File: config.mk
export PLATFORM = sky130hd
export DESIGN_NAME = reg_dump_reader
export DESIGN_NICKNAME = d
export VERILOG_FILES = /design/src/rtl/reg_dump_pkg.sv /design/src/rtl/dump_period_counter.sv /design/src/rtl/reg_dump_reader.sv
export SDC_FILE = /design/constraint.sdc
export NUM_CORES = 1
export LEC_CHECK = 0
export ABC_AREA = 1
export CORE_UTILIZATION = 30
export CTS_CLUSTER_DIAMETER = 150
export DETAILED_ROUTE_END_ITERATION = 8
export SYNTH_ARGS = -nofsm -noshare
export SYNTH_HDL_FRONTEND = slang
export SYNTH_SLANG_ARGS = --single-unit
File: constraint.sdc
create_clock -name Clock -period 1.7 [get_ports Clock]
set_input_delay 0.34 -clock Clock [delete_from_list [all_inputs] [get_ports Clock]]
set_output_delay 0.34 -clock Clock [all_outputs]
set_load 0.005 [all_outputs]
File: src/rtl/reg_dump_pkg.sv
// Shared definitions for the register-dump reader: FSM encoding and the register file
// geometry defaults used by both the reader and the register file.
package reg_dump_pkg;

  localparam int unsigned NumRegsDefault = 32;
  localparam int unsigned AddrWDefault   = 5;
  localparam int unsigned DataWDefault   = 32;

  typedef enum logic [1:0] {
    StIdle = 2'd0,
    StRead = 2'd1,
    StHold = 2'd2,
    StFin  = 2'd3
  } dump_state_e;

endpackage

File: src/rtl/dump_period_counter.sv
// Free-running period counter: pulses Trigger for one cycle every DUMP_PERIOD cycles.
// Instantiated by reg_dump_reader only when REG_DUMP_AUTO_EN is defined.
module dump_period_counter #(
  parameter int unsigned DUMP_PERIOD = 100
) (
  input  logic Clock,
  input  logic Reset_n,
  output logic Trigger
);

  localparam int unsigned CntW = (DUMP_PERIOD > 1) ? $clog2(DUMP_PERIOD) : 1;

  logic [CntW-1:0] cnt_q, cnt_d;

  assign Trigger = (cnt_q == CntW'(DUMP_PERIOD - 1));
  assign cnt_d   = Trigger ? '0 : cnt_q + CntW'(1);

  always_ff @(posedge Clock or negedge Reset_n) begin
    if (!Reset_n) begin
      cnt_q <= '0;
    end else begin
      cnt_q <= cnt_d;
    end
  end

endmodule

File: src/rtl/reg_dump_reader.sv
// Walks every register through one register-file read port and streams (index, value)
// over a valid/ready handshake. Define REG_DUMP_AUTO_EN to add a periodic self-trigger.
module reg_dump_reader
  import reg_dump_pkg::*;
#(
  parameter int unsigned NUM_REGS    = NumRegsDefault,
  parameter int unsigned ADDR_W      = AddrWDefault,
  parameter int unsigned DATA_W      = DataWDefault,
  parameter int unsigned DUMP_PERIOD = 100
) (
  input  logic              Clock,
  input  logic              Reset_n,
  input  logic              Start,
  output logic [ADDR_W-1:0] Read_Register,
  input  logic [DATA_W-1:0] Read_Data,
  output logic              Dump_Valid,
  input  logic              Dump_Ready,
  output logic [ADDR_W-1:0] Dump_Index,
  output logic [DATA_W-1:0] Dump_Data,
  output logic              Busy,
  output logic              Done
);

  localparam logic [ADDR_W-1:0] LastIdx = ADDR_W'(NUM_REGS - 1);

  if (((2 ** ADDR_W) < NUM_REGS) || (DUMP_PERIOD == 0)) begin : g_param_check
    $error("reg_dump_reader: ADDR_W too narrow for NUM_REGS or DUMP_PERIOD is zero");
  end

  dump_state_e       state_q, state_d;
  logic [ADDR_W-1:0] idx_q, idx_d;
  logic [ADDR_W-1:0] dump_index_q, dump_index_d;
  logic [DATA_W-1:0] dump_data_q, dump_data_d;
  logic              start_req;

`ifdef REG_DUMP_AUTO_EN
  logic auto_trigger;

  dump_period_counter #(
    .DUMP_PERIOD(DUMP_PERIOD)
  ) u_period_counter (
    .Clock  (Clock),
    .Reset_n(Reset_n),
    .Trigger(auto_trigger)
  );

  // A trigger landing mid-dump is dropped because start_req is only looked at in idle.
  assign start_req = Start | auto_trigger;
`else
  assign start_req = Start;
`endif

  always_comb begin
    state_d      = state_q;
    idx_d        = idx_q;
    dump_index_d = dump_index_q;
    dump_data_d  = dump_data_q;
    unique case (state_q)
      StIdle: begin
        if (start_req) begin
          state_d = StRead;
          idx_d   = '0;
        end
      end
      StRead: begin
        // Read is combinational, so this captures the value from before any same-edge write.
        dump_data_d  = Read_Data;
        dump_index_d = idx_q;
        state_d      = StHold;
      end
      StHold: begin
        if (Dump_Ready) begin
          if (idx_q == LastIdx) begin
            state_d = StFin;
          end else begin
            idx_d   = idx_q + ADDR_W'(1);
            state_d = StRead;
          end
        end
      end
      StFin: begin
        state_d = StIdle;
      end
      default: begin
        state_d = StIdle;
      end
    endcase
  end

  always_ff @(posedge Clock or negedge Reset_n) begin
    if (!Reset_n) begin
      state_q      <= StIdle;
      idx_q        <= '0;
      dump_index_q <= '0;
      dump_data_q  <= '0;
    end else begin
      state_q      <= state_d;
      idx_q        <= idx_d;
      dump_index_q <= dump_index_d;
      dump_data_q  <= dump_data_d;
    end
  end

  assign Read_Register = idx_q;
  assign Dump_Valid    = (state_q == StHold);
  assign Dump_Index    = dump_index_q;
  assign Dump_Data     = dump_data_q;
  assign Busy          = (state_q == StRead) || (state_q == StHold);
  assign Done          = (state_q == StFin);

endmodule

==> results.md, run 1 <==
* Status: finished, final reports clean
* VDD IR max at a little under 700 uV
* Antenna Violating Nets Remaining at 0
* Sw Pwr at 1.37 mW
* Final min period at 1.62 ns
* Total gr overflow at 0
* Yosys reg bits at 44
* Max-slew violation count at 0
* Skew-Pair Late Insertion Delay at 0.29 ns
* Leakage at roughly 1.3 nW
* Type of origin of the critical path: flip-flop
* Combinational share of power at 0.473
* Crit Path Max Fanout at 5
* First-pass GRT wire length at between 6000 and 7000 um
* Htree depth at 2
* RSZ-0062 raised after global routing: false
* Mapped Area at between 0.0015 and 0.002 sq mm
* Max_cap viols at 0
* Sw frac at 0.273
* Cells after Synth at 134
* Area Overhead vs Synth at 58.1%
* CP max stage delay at 0.49 ns
* Reg2reg setup slack at 0.20 ns
* All-Layer GR Usage at 0.128
* Setup violators final at 0
* Worst Setup End Kind: primary output
* Seq pwr share at 0.344
* CP delay by family, top: buffers and inverters
* WP buf/inv at 2
* Cell variety after synth at 16
* TritonCTS Buffers at 5
* Vias in the first global route at roughly 1300
* Crit share post-route at 0.954
* Core area at 0.00589 sq mm
* Clock power share at 0.183
* Met3 wire length at ~310 um
* Internal power at about 3.7 mW
* Rel. slew slack at 0.723
* DRT iter0 DRCs at around 50
* Maximum root-to-sink buffer count at 2
* WL met1 at 1800 um
* Initial Util at 0.311
* Clk root buf: clkbuf_8
* DIE AREA at about 0.0064 sq mm
* Least-Margin Pin Slew at ~0.42 ns
* Worst path required time at between 1 and 1.5 ns
* F_max at around 0.62 GHz
* Row count at 28
* Core Util, Final at 0.492
* Antenna diodes at 0
* Clock skew at approximately 0.0058 ns
* DRT Pass-1 Iters at 4
* Final HPWL DP at approximately 2900 um
* Nets at between 200 and 300
* Total power at 5.03 mW
* Wire per inst at 12.8 um
* Die outline width at around 80 um
* Yosys warnings at 0
* Sequential-to-total area share from yosys stat at 0.602
* Hold Path Class: primary input to async pin
* Net Count, Synth at roughly 180
* Synth Area per Inst at 13.7 sq um
* Top sig layer: met4
* Routed WL at 3850 um
* Number of clock sinks at 44
* Pin count of the biggest net entering global routing at 30
* Critical path cell sequence: buf_4 -> clkdlybuf4s50_1
* Remaining DRCs at 0
* Crit Path Class: flip-flop to primary output
* Arrival time worst endpoint at 1.28 ns
* GPL Wtd Cong at 0.764
* Pwr Density at approximately 1700 mW/mm^2
* # IOs at 81
* CTS tree: done
* Final Hold Vio Count at 0
* Die Height at 80.1 um
* Initial antenna violation count at 0
* Routed vias at around 1300
* Critical-path top delay cell: clkdlybuf4s50_1
* Fraction of layout cells with a size suffix above 1 at 0.249
* Vias/cell at around 4.4
* Setup_tns at 0 ns
* Wire length on met2 at ~1700 um
* Clock-pin transition on the worst setup and hold timing paths at ~0.08 ns
* IO buf count at 80
## per-layer routing
metal  up-vias  GRT usage
met2        51      0.188
met5         -          0
met3         6     0.0398
met4         0     0.0643
met1       627      0.169
li1        630          -
## power groups by stage
stage	Combinational [mW]	Sequential (mW)	Clock, mW
2_1_floorplan	1.11	1.81	0
3_5_place_dp	2.40	1.77	0
6_report	2.38	1.73	0.921
4_1_cts	2.43	1.74	0.948
3_3_place_gp	2.39	1.74	0
5_1_grt	2.59	1.79	1.01
## stage by stage
stage | instance area (sq um) | instances | hold WS, ns | setup WS (ns)
global placement | 2740 | 290 | 0.302 | 0.144
global route | 2890 | 300 | 0.529 | 0.000117
CTS | 2890 | 300 | 0.512 | 0.0604
floorplan | 1830 | 134 | 0.0444 | 0.280
detailed placement | 2740 | 290 | 0.305 | 0.124
finish | 2890 | 300 | 0.507 | 0.0778
## cell families after synthesis
kind of cell | count (synthesis) | synth area share
muxes | 35 | 0.228
and+or+nand+nor | 30 | 0.0704
buffers and inverters | 13 | 0.0431
DFF | 44 | 0.602
adders and majority gates | 6 | 0.0410
AOI/OAI and AO/OA | 6 | 0.0164
## final timing paths
path                                         startpoint                         to  cells past startpoint
max reg2reg                      state_q[1]$_DFFE_PN0P_     state_q[1]$_DFFE_PN0P_                      7
min reg2reg                   Dump_Data[30]$_DFFE_PN0N_  Dump_Data[30]$_DFFE_PN0N_                      1
max                        Read_Register[0]$_DFFE_PN0P_           Read_Register[0]                      2
min                                             Reset_n  Dump_Data[16]$_DFFE_PN0N_                      2
min in group Clock            Dump_Data[30]$_DFFE_PN0N_  Dump_Data[30]$_DFFE_PN0N_                      1
max in group asynchronous                       Reset_n  Dump_Data[19]$_DFFE_PN0N_                      3
## cell usage in the layout (no fill, tap or decap), types with 3 or more instances in the layout
cell type        instances
clkdlybuf4s50_1         76
nand2_1                 14
dfrtp_1                 44
nand3_1                  7
mux2_4                   6
a21oi_1                  3
ha_1                     5
clkbuf_8                 5
mux2_2                  29
nor2_1                   6
inv_1                    6
buf_4                    6
dlygate4sd2_1            3
## what timing repair did
item	CTS	global route
endpoints found under the hold margin	17	0
buffers inserted	2	0
endpoints found under the setup margin	3	0
resized for setup	5	0
hold buffers	1	0
## synth_stat cells
cell type | count | area, sq um
a21oi_1 | 3 | 15.0
buf_4 | 2 | 15.0
buf_6 | 3 | 33.8
dfrtp_1 | 44 | 1100
ha_1 | 6 | 75.1
inv_1 | 8 | 30.0
mux2_2 | 29 | 327
mux2_4 | 6 | 90.1
nand2_1 | 14 | 52.6
nand2_2 | 1 | 6.26
nand3_1 | 7 | 35.0
nand4_1 | 1 | 6.26
nor2_1 | 6 | 22.5
o21ai_0 | 1 | 5.00
o21ai_1 | 2 | 10.0
or2_2 | 1 | 6.26
## registers in the layout, summed over array words and instances, names as in the netlist
register and cells:
Dump_Data 32, Read_Register 5, state_q 2, Dump_Index 5
## cell type report
class | count | area, sq um
well taps | 75 | 93.8
inverters | 8 | 30.0
fillers | 536 | 2990
multi-input cells | 77 | 653
flip-flops and latches | 44 | 1100
clock buffers | 5 | 68.8
clock inverters | 2 | 60.1
repair buffers | 89 | 887
Note: power is estimated with default switching activity, not from simulation.
==> run 2: changes to the inputs <==
--- a/config.mk
+++ b/config.mk
@@ -9,6 +9,7 @@
 export CORE_UTILIZATION = 30
 export CTS_CLUSTER_DIAMETER = 150
 export DETAILED_ROUTE_END_ITERATION = 8
+export SKIP_CTS_REPAIR_TIMING = 1
 export SYNTH_ARGS = -nofsm -noshare
 export SYNTH_HDL_FRONTEND = slang
 export SYNTH_SLANG_ARGS = --single-unit
==> run 2 against run 1 <==
  * Via count stayed put
  * Design area is 0.39% higher
  * Clock-buffer cell count did not move
  * Combinational power is essentially flat
  * Largest cell class unchanged
==> results.md, run 2 (synthesis gave the netlist of run 1 again) <==
* Met3 global-route usage at 0.0398 (unchanged)
* Setup_tns at 0 ns (unchanged)
* Rel. slew slack at 0.723 (unchanged)
* Maximum root-to-sink buffer count at 2 (unchanged)
* Worst Setup End Kind: primary output
* Wire per inst at 13.0 um (+1.2%)
* DIE AREA at 0.00642 sq mm (unchanged)
* Clock-pin transition on the worst setup and hold timing paths at 0.08 ns (about the same)
* Pin count of the biggest net entering global routing at 30 (unchanged)
* Hold Path Class: primary input to async pin
* Top Usage Layer GRT: met2
* Skew-Pair Late Insertion Delay at 0.29 ns (about the same)
* Clk root buf: clkbuf_8
* All-Layer GR Usage at 0.126 (-0.00170)
* Type of origin of the critical path: flip-flop
* Placed cell area at 0.00274 sq mm (unchanged)
* Fin cells at 301 (+0.33%)
* CTS tree: done
* Vias/cell at 4.37 (-0.33%)
* Arrival time worst endpoint at 1.28 ns (about the same)
* Htree depth at 2 (unchanged)
* Number of clock sinks at 44 (unchanged)
* Core Util, Final at 0.494 (+0.00191)
* Most common cell after layout, fill and taps aside: clkdlybuf4s50_1
* Routed vias at 1314 (unchanged)
* GPL Wtd Cong at 0.764 (unchanged)
* Max reg flops at 32 (unchanged)
* Worst r2r dst: state_q[1]$_DFFE_PN0P_
* Least-Margin Pin Slew at 0.416 ns (unchanged)
* Crit Path Class: flip-flop to primary output
* F_max at 0.619 GHz (+0.44%)
* IO buf count at 80 (unchanged)
* Reg2reg setup slack at 0.18 ns (-0.02 ns)
* Final min period at 1.62 ns (-0.00704 ns)
* Finished Cell Area at 0.00291 sq mm (+0.39%)
* Antenna diodes at 0 (unchanged)
* TritonCTS Buffers at 5 (unchanged)
* Final HPWL DP at 2910 um (unchanged)
* Met2 Use GR at 0.185 (-0.00342)
* CP max stage delay at 0.49 ns (about the same)
* Core area at 0.00589 sq mm (unchanged)
* Crit share post-route at 0.950 (-0.00414)
* Remaining DRCs at 0 (unchanged)
* Met1 Track Usage GR at 0.169 (unchanged)
* VDD IR max at 737 uV (+8.8%)
* Setup violators final at 0 (unchanged)
* Die outline width at 80.1 um (unchanged)
* RSZ-0062 raised after global routing: false
* Worst path required time at 1.36 ns (about the same)
* Fillers at 535 (-0.19%)
* Placed Instances at 290 (unchanged)
* Final Hold Vio Count at 0 (unchanged)
* WP buf/inv at 2 (unchanged)
* DRT iter0 DRCs at 37 (-27%)
* Leakage at 1.31 nW (+2.2%)
* Max_cap viols at 0 (unchanged)
* Vias in the first global route at 1272 (-1.0%)
* Critical R2R Launch: state_q[1]$_DFFE_PN0P_
* Commonest cells after routing, fill and taps aside: clkdlybuf4s50_1, dfrtp_1, mux2_2
* Fraction of layout cells with a size suffix above 1 at 0.252 (+0.00332)
* Critical path cell sequence: buf_4 -> clkdlybuf4s50_1
* Nets at 268 (+0.37%)
* Crit Path Max Fanout at 5 (unchanged)
* Status: finished, final reports clean
* First-pass GRT wire length at 6100 um (-1.0%)
* Routed WL at 3910 um (+1.5%)
* Row count at 28 (unchanged)
* DRT Pass-1 Iters at 4 (unchanged)
* Initial antenna violation count at 0 (unchanged)
* CP delay by family, top: buffers and inverters
* Antenna Violating Nets Remaining at 0 (unchanged)
* # IOs at 81 (unchanged)
* Initial Util at 0.311 (unchanged)
* Area Overhead vs Synth at 58.7%
* Pwr Density at 1740 mW/mm^2 (about the same)
* Clock skew at 0.00617 ns (+0.000375 ns)
* Max-slew violation count at 0 (unchanged)
* Die Height at 80.1 um (unchanged)
* Critical-path top delay cell: clkdlybuf4s50_1
* R2R depth at 7 (unchanged)
* Total gr overflow at 0 (unchanged)
## run 2: changes by cell type in the layout (fill, tap and decap cells not counted), sizes merged
cell,previous run,this run
dlygate4sd2,3,0
buf,9,10
clkbuf,5,6
dlymetal6s2s,0,2
## run 2: how the worst max path moves through the flow
stage | slack [ns] | startpoint | depth (start not counted) | endpoint
after floorplan | 0.28 | Read_Register[0]$_DFFE_PN0P_ | 10 | Read_Register[3]$_DFFE_PN0P_
after global placement | 0.14 | state_q[0]$_DFFE_PN0P_ | 3 | Busy
after detailed placement | 0.12 | state_q[0]$_DFFE_PN0P_ | 3 | Busy
after CTS | -0.20 | state_q[0]$_DFFE_PN0P_ | 3 | Busy
after global routing | 0.002 | Read_Register[2]$_DFFE_PN0P_ | 1 | Read_Register[2]
final | 0.08 | Read_Register[0]$_DFFE_PN0P_ | 2 | Read_Register[0]
## run 2: area by class of cell
cell class	instances	area, sq um	share of cell area
Inverter	8	30.0	0.0103
Timing Repair Buffer	90	898	0.309
Clock inverter	2	60.1	0.0207
Tap cell	75	93.8	0.0323
Sequential cell	44	1100	0.379
Multi-Input combinational cell	77	653	0.225
Clock buffer	5	68.8	0.0237
## run 2: power by group
group          total, mW  leakage, nW  internal [mW]  switching (mW)
Sequential          1.74        0.532           1.51           0.224
Combinational       2.40        0.716           1.58           0.818
Clock              0.918       0.0642          0.578           0.340
Total               5.06         1.31           3.67            1.38
## run 2: per-stage QoR
| step | hold slack, ns | total power, mW | setup slack, ns |
|---|---|---|---|
| after floorplan | 0.0444 | 2.92 | 0.280 |
| after global placement | 0.302 | 4.13 | 0.144 |
| after detailed placement | 0.305 | 4.17 | 0.124 |
| after CTS | -0.0230 | 5.10 | -0.205 |
| after global routing | 0.529 | 5.41 | 0.00204 |
| final | 0.507 | 5.06 | 0.0849 |
## run 2: metal layers
layer  part of all wire  up-vias
li1                   -      631
met1               0.46      621
met2               0.44       54
met3              0.078        8
met4              0.021        0
met5                  0        -
==> run 3: changes to the inputs <==
--- a/config.mk
+++ b/config.mk
@@ -6,9 +6,10 @@
 export NUM_CORES = 1
 export LEC_CHECK = 0
 export ABC_AREA = 1
-export CORE_UTILIZATION = 30
+export CORE_UTILIZATION = 41
 export CTS_CLUSTER_DIAMETER = 150
 export DETAILED_ROUTE_END_ITERATION = 8
+export PLACE_DENSITY = 0.79
 export SKIP_CTS_REPAIR_TIMING = 1
 export SYNTH_ARGS = -nofsm -noshare
 export SYNTH_HDL_FRONTEND = slang
==> run 3 against run 2 <==
  * Via count increased by 4.3%
  * Non-clock buffer count increased by 2
  * Clock skew about the same
  * Clock-buffer cell count increased by 1
  * Design area fell by 1.2%
  * Critical path depth stayed put
  * Critical endpoint is now Read_Register[1]
  * Largest power group unchanged
==> results.md, run 3 (synthesis gave the netlist of run 1 again) <==
* Critical R2R Launch: state_q[1]$_DFFE_PN0P_
* CP delay by family, top: buffers and inverters
* Routed vias at 1370 (+4.3%)
* Clk root buf: clkbuf_8
* # IOs at 81 (unchanged)
* Final Hold Vio Count at 0 (unchanged)
* Max reg flops at 32 (unchanged)
* Hold Path Class: primary input to async pin
* Pwr Density at 1740 mW/mm^2 (about the same)
* F_max at 0.611 GHz (-1.3%)
* Wire per inst at 14.9 um (+15%)
* Crit Path Class: flip-flop to primary output
* Nets at 270 (+0.75%)
* All-Layer GR Usage at 0.176 (+0.0499)
* Vias/cell at 4.91 (+12%)
* Die outline width at 68.8 um (-14%)
* Number of clock sinks at 44 (unchanged)
* Reg2reg setup slack at 0.12 ns (-0.06 ns)
* Most common cell after layout, fill and taps aside: clkdlybuf4s50_1
* Initial Util at 0.442 (+0.131)
* Total gr overflow at 0 (unchanged)
* Crit share post-route at 0.962 (+0.0121)
* Max_cap viols at 0 (unchanged)
* Pre-CTS setup slack at 0.104 ns (-0.0202 ns)
* Worst r2r dst: Dump_Data[2]$_DFFE_PN0N_
* Routed WL at 4170 um (+6.6%)
* Final WS setup at 0.0642 ns (-0.0206 ns)
* Setup violators final at 0 (unchanged)
* Status: finished, final reports clean
* Rel. slew slack at 0.742 (+0.0194)
* Clock-pin transition on the worst setup and hold timing paths at 0.08 ns (about the same)
* CP max stage delay at 0.51 ns (+0.02 ns)
* GPL Wtd Cong at 0.754 (-1.3%)
* DIE AREA at 0.00474 sq mm (-26%)
* IO buf count at 80 (unchanged)
* VDD IR max at 814 uV (+10%)
* Hold_ws at 0.502 ns (-0.00461 ns)
* Arrival time worst endpoint at 1.30 ns (+0.02 ns)
* Maximum root-to-sink buffer count at 2 (unchanged)
* Critical path cell sequence: buf_4 -> clkdlybuf4s50_1
* Least-Margin Pin Slew at 0.387 ns (-0.0291 ns)
* Critical-path top delay cell: clkdlybuf4s50_1
* Core Util, Final at 0.692 (+0.199)
* Worst Setup End Kind: primary output
* Commonest cells after routing, fill and taps aside: clkdlybuf4s50_1, dfrtp_1, mux2_2
* First-pass GRT wire length at 5910 um (-3.0%)
* Finished Cell Area at 0.00287 sq mm (-1.2%)
* Core area at 0.00414 sq mm (-30%)
* Final HPWL DP at 3110 um (+6.8%)
* Clock skew at 0.00640 ns (+0.000237 ns)
* Max-slew violation count at 0 (unchanged)
* Remaining DRCs at 0 (unchanged)
* Fraction of layout cells with a size suffix above 1 at 0.271 (+0.0185)
* WP buf/inv at 2 (unchanged)
* Initial antenna violation count at 0 (unchanged)
* Crit Path Max Fanout at 5 (unchanged)
* Row count at 23 (-18%)
* Worst path required time at 1.36 ns (about the same)
* CTS tree: done
* R2R depth at 5 (-2)
* Placed cell area at 0.00271 sq mm (-1.3%)
* Antenna diodes at 0 (unchanged)
* Type of origin of the critical path: flip-flop
* Area Overhead vs Synth at 56.7%
* Total power at 4.99 mW (-1.3%)
* RSZ-0062 raised after global routing: false
* TritonCTS Buffers at 5 (unchanged)
* DRT iter0 DRCs at 36 (-2.7%)
* Leakage at 1.31 nW (+0.20%)
* Pin count of the biggest net entering global routing at 22 (-27%)
* Vias in the first global route at 1318 (+3.6%)
* Die Height at 68.8 um (-14%)
* Htree depth at 2 (unchanged)
* Final min period at 1.64 ns (+0.0206 ns)
* DRT Pass-1 Iters at 4 (unchanged)
* Antenna Violating Nets Remaining at 0 (unchanged)
* Skew-Pair Late Insertion Delay at 0.29 ns (about the same)
-- run 3: cell count changes in the layout (fill, tap and decap cells not counted), sizes merged --
cell	before	now
clkinv	0	1
bufinv	2	1
dlymetal6s2s	2	3
buf	10	12
-- run 3: worst max path at each step --
stage	from	cells after the start	end
2_1_floorplan	Read_Register[0]$_DFFE_PN0P_	10	Read_Register[3]$_DFFE_PN0P_
3_5_place_dp	state_q[0]$_DFFE_PN0P_	3	Busy
6_report	Read_Register[1]$_DFFE_PN0P_	2	Read_Register[1]
3_3_place_gp	state_q[0]$_DFFE_PN0P_	3	Busy
5_1_grt	Read_Register[1]$_DFFE_PN0P_	2	Read_Register[1]
4_1_cts	state_q[0]$_DFFE_PN0P_	3	Busy
-- run 3: metrics by stage --
stage	instances	setup TNS [ns]
global placement	266	0
finish	279	0
detailed placement	266	0
CTS	274	-0.433
global route	279	0
floorplan	134	0
-- run 3: final cells by class --
| cell class | count | area [sq um] |
|---|---|---|
| tap | 50 | 62.6 |
| inverter | 8 | 30.0 |
| fill | 308 | 1270 |
| timing repair buffer | 92 | 908 |
| multi-input combinational | 77 | 658 |
| sequential | 44 | 1100 |
| clock buffer | 6 | 72.6 |
| clock inverter | 2 | 35.0 |
-- run 3: routing by layer --
| metal | global-route usage | share of wire |
|---|---|---|
| met3 | 0.0395 | 0.057 |
| met5 | 0 | 0 |
| met1 | 0.206 | 0.41 |
| met2 | 0.301 | 0.51 |
| met4 | 0.0918 | 0.023 |
-- run 3: power breakdown --
part           switching [mW]  internal, mW
sequential              0.244          1.51
clock                   0.338         0.436
combinational           0.845          1.61
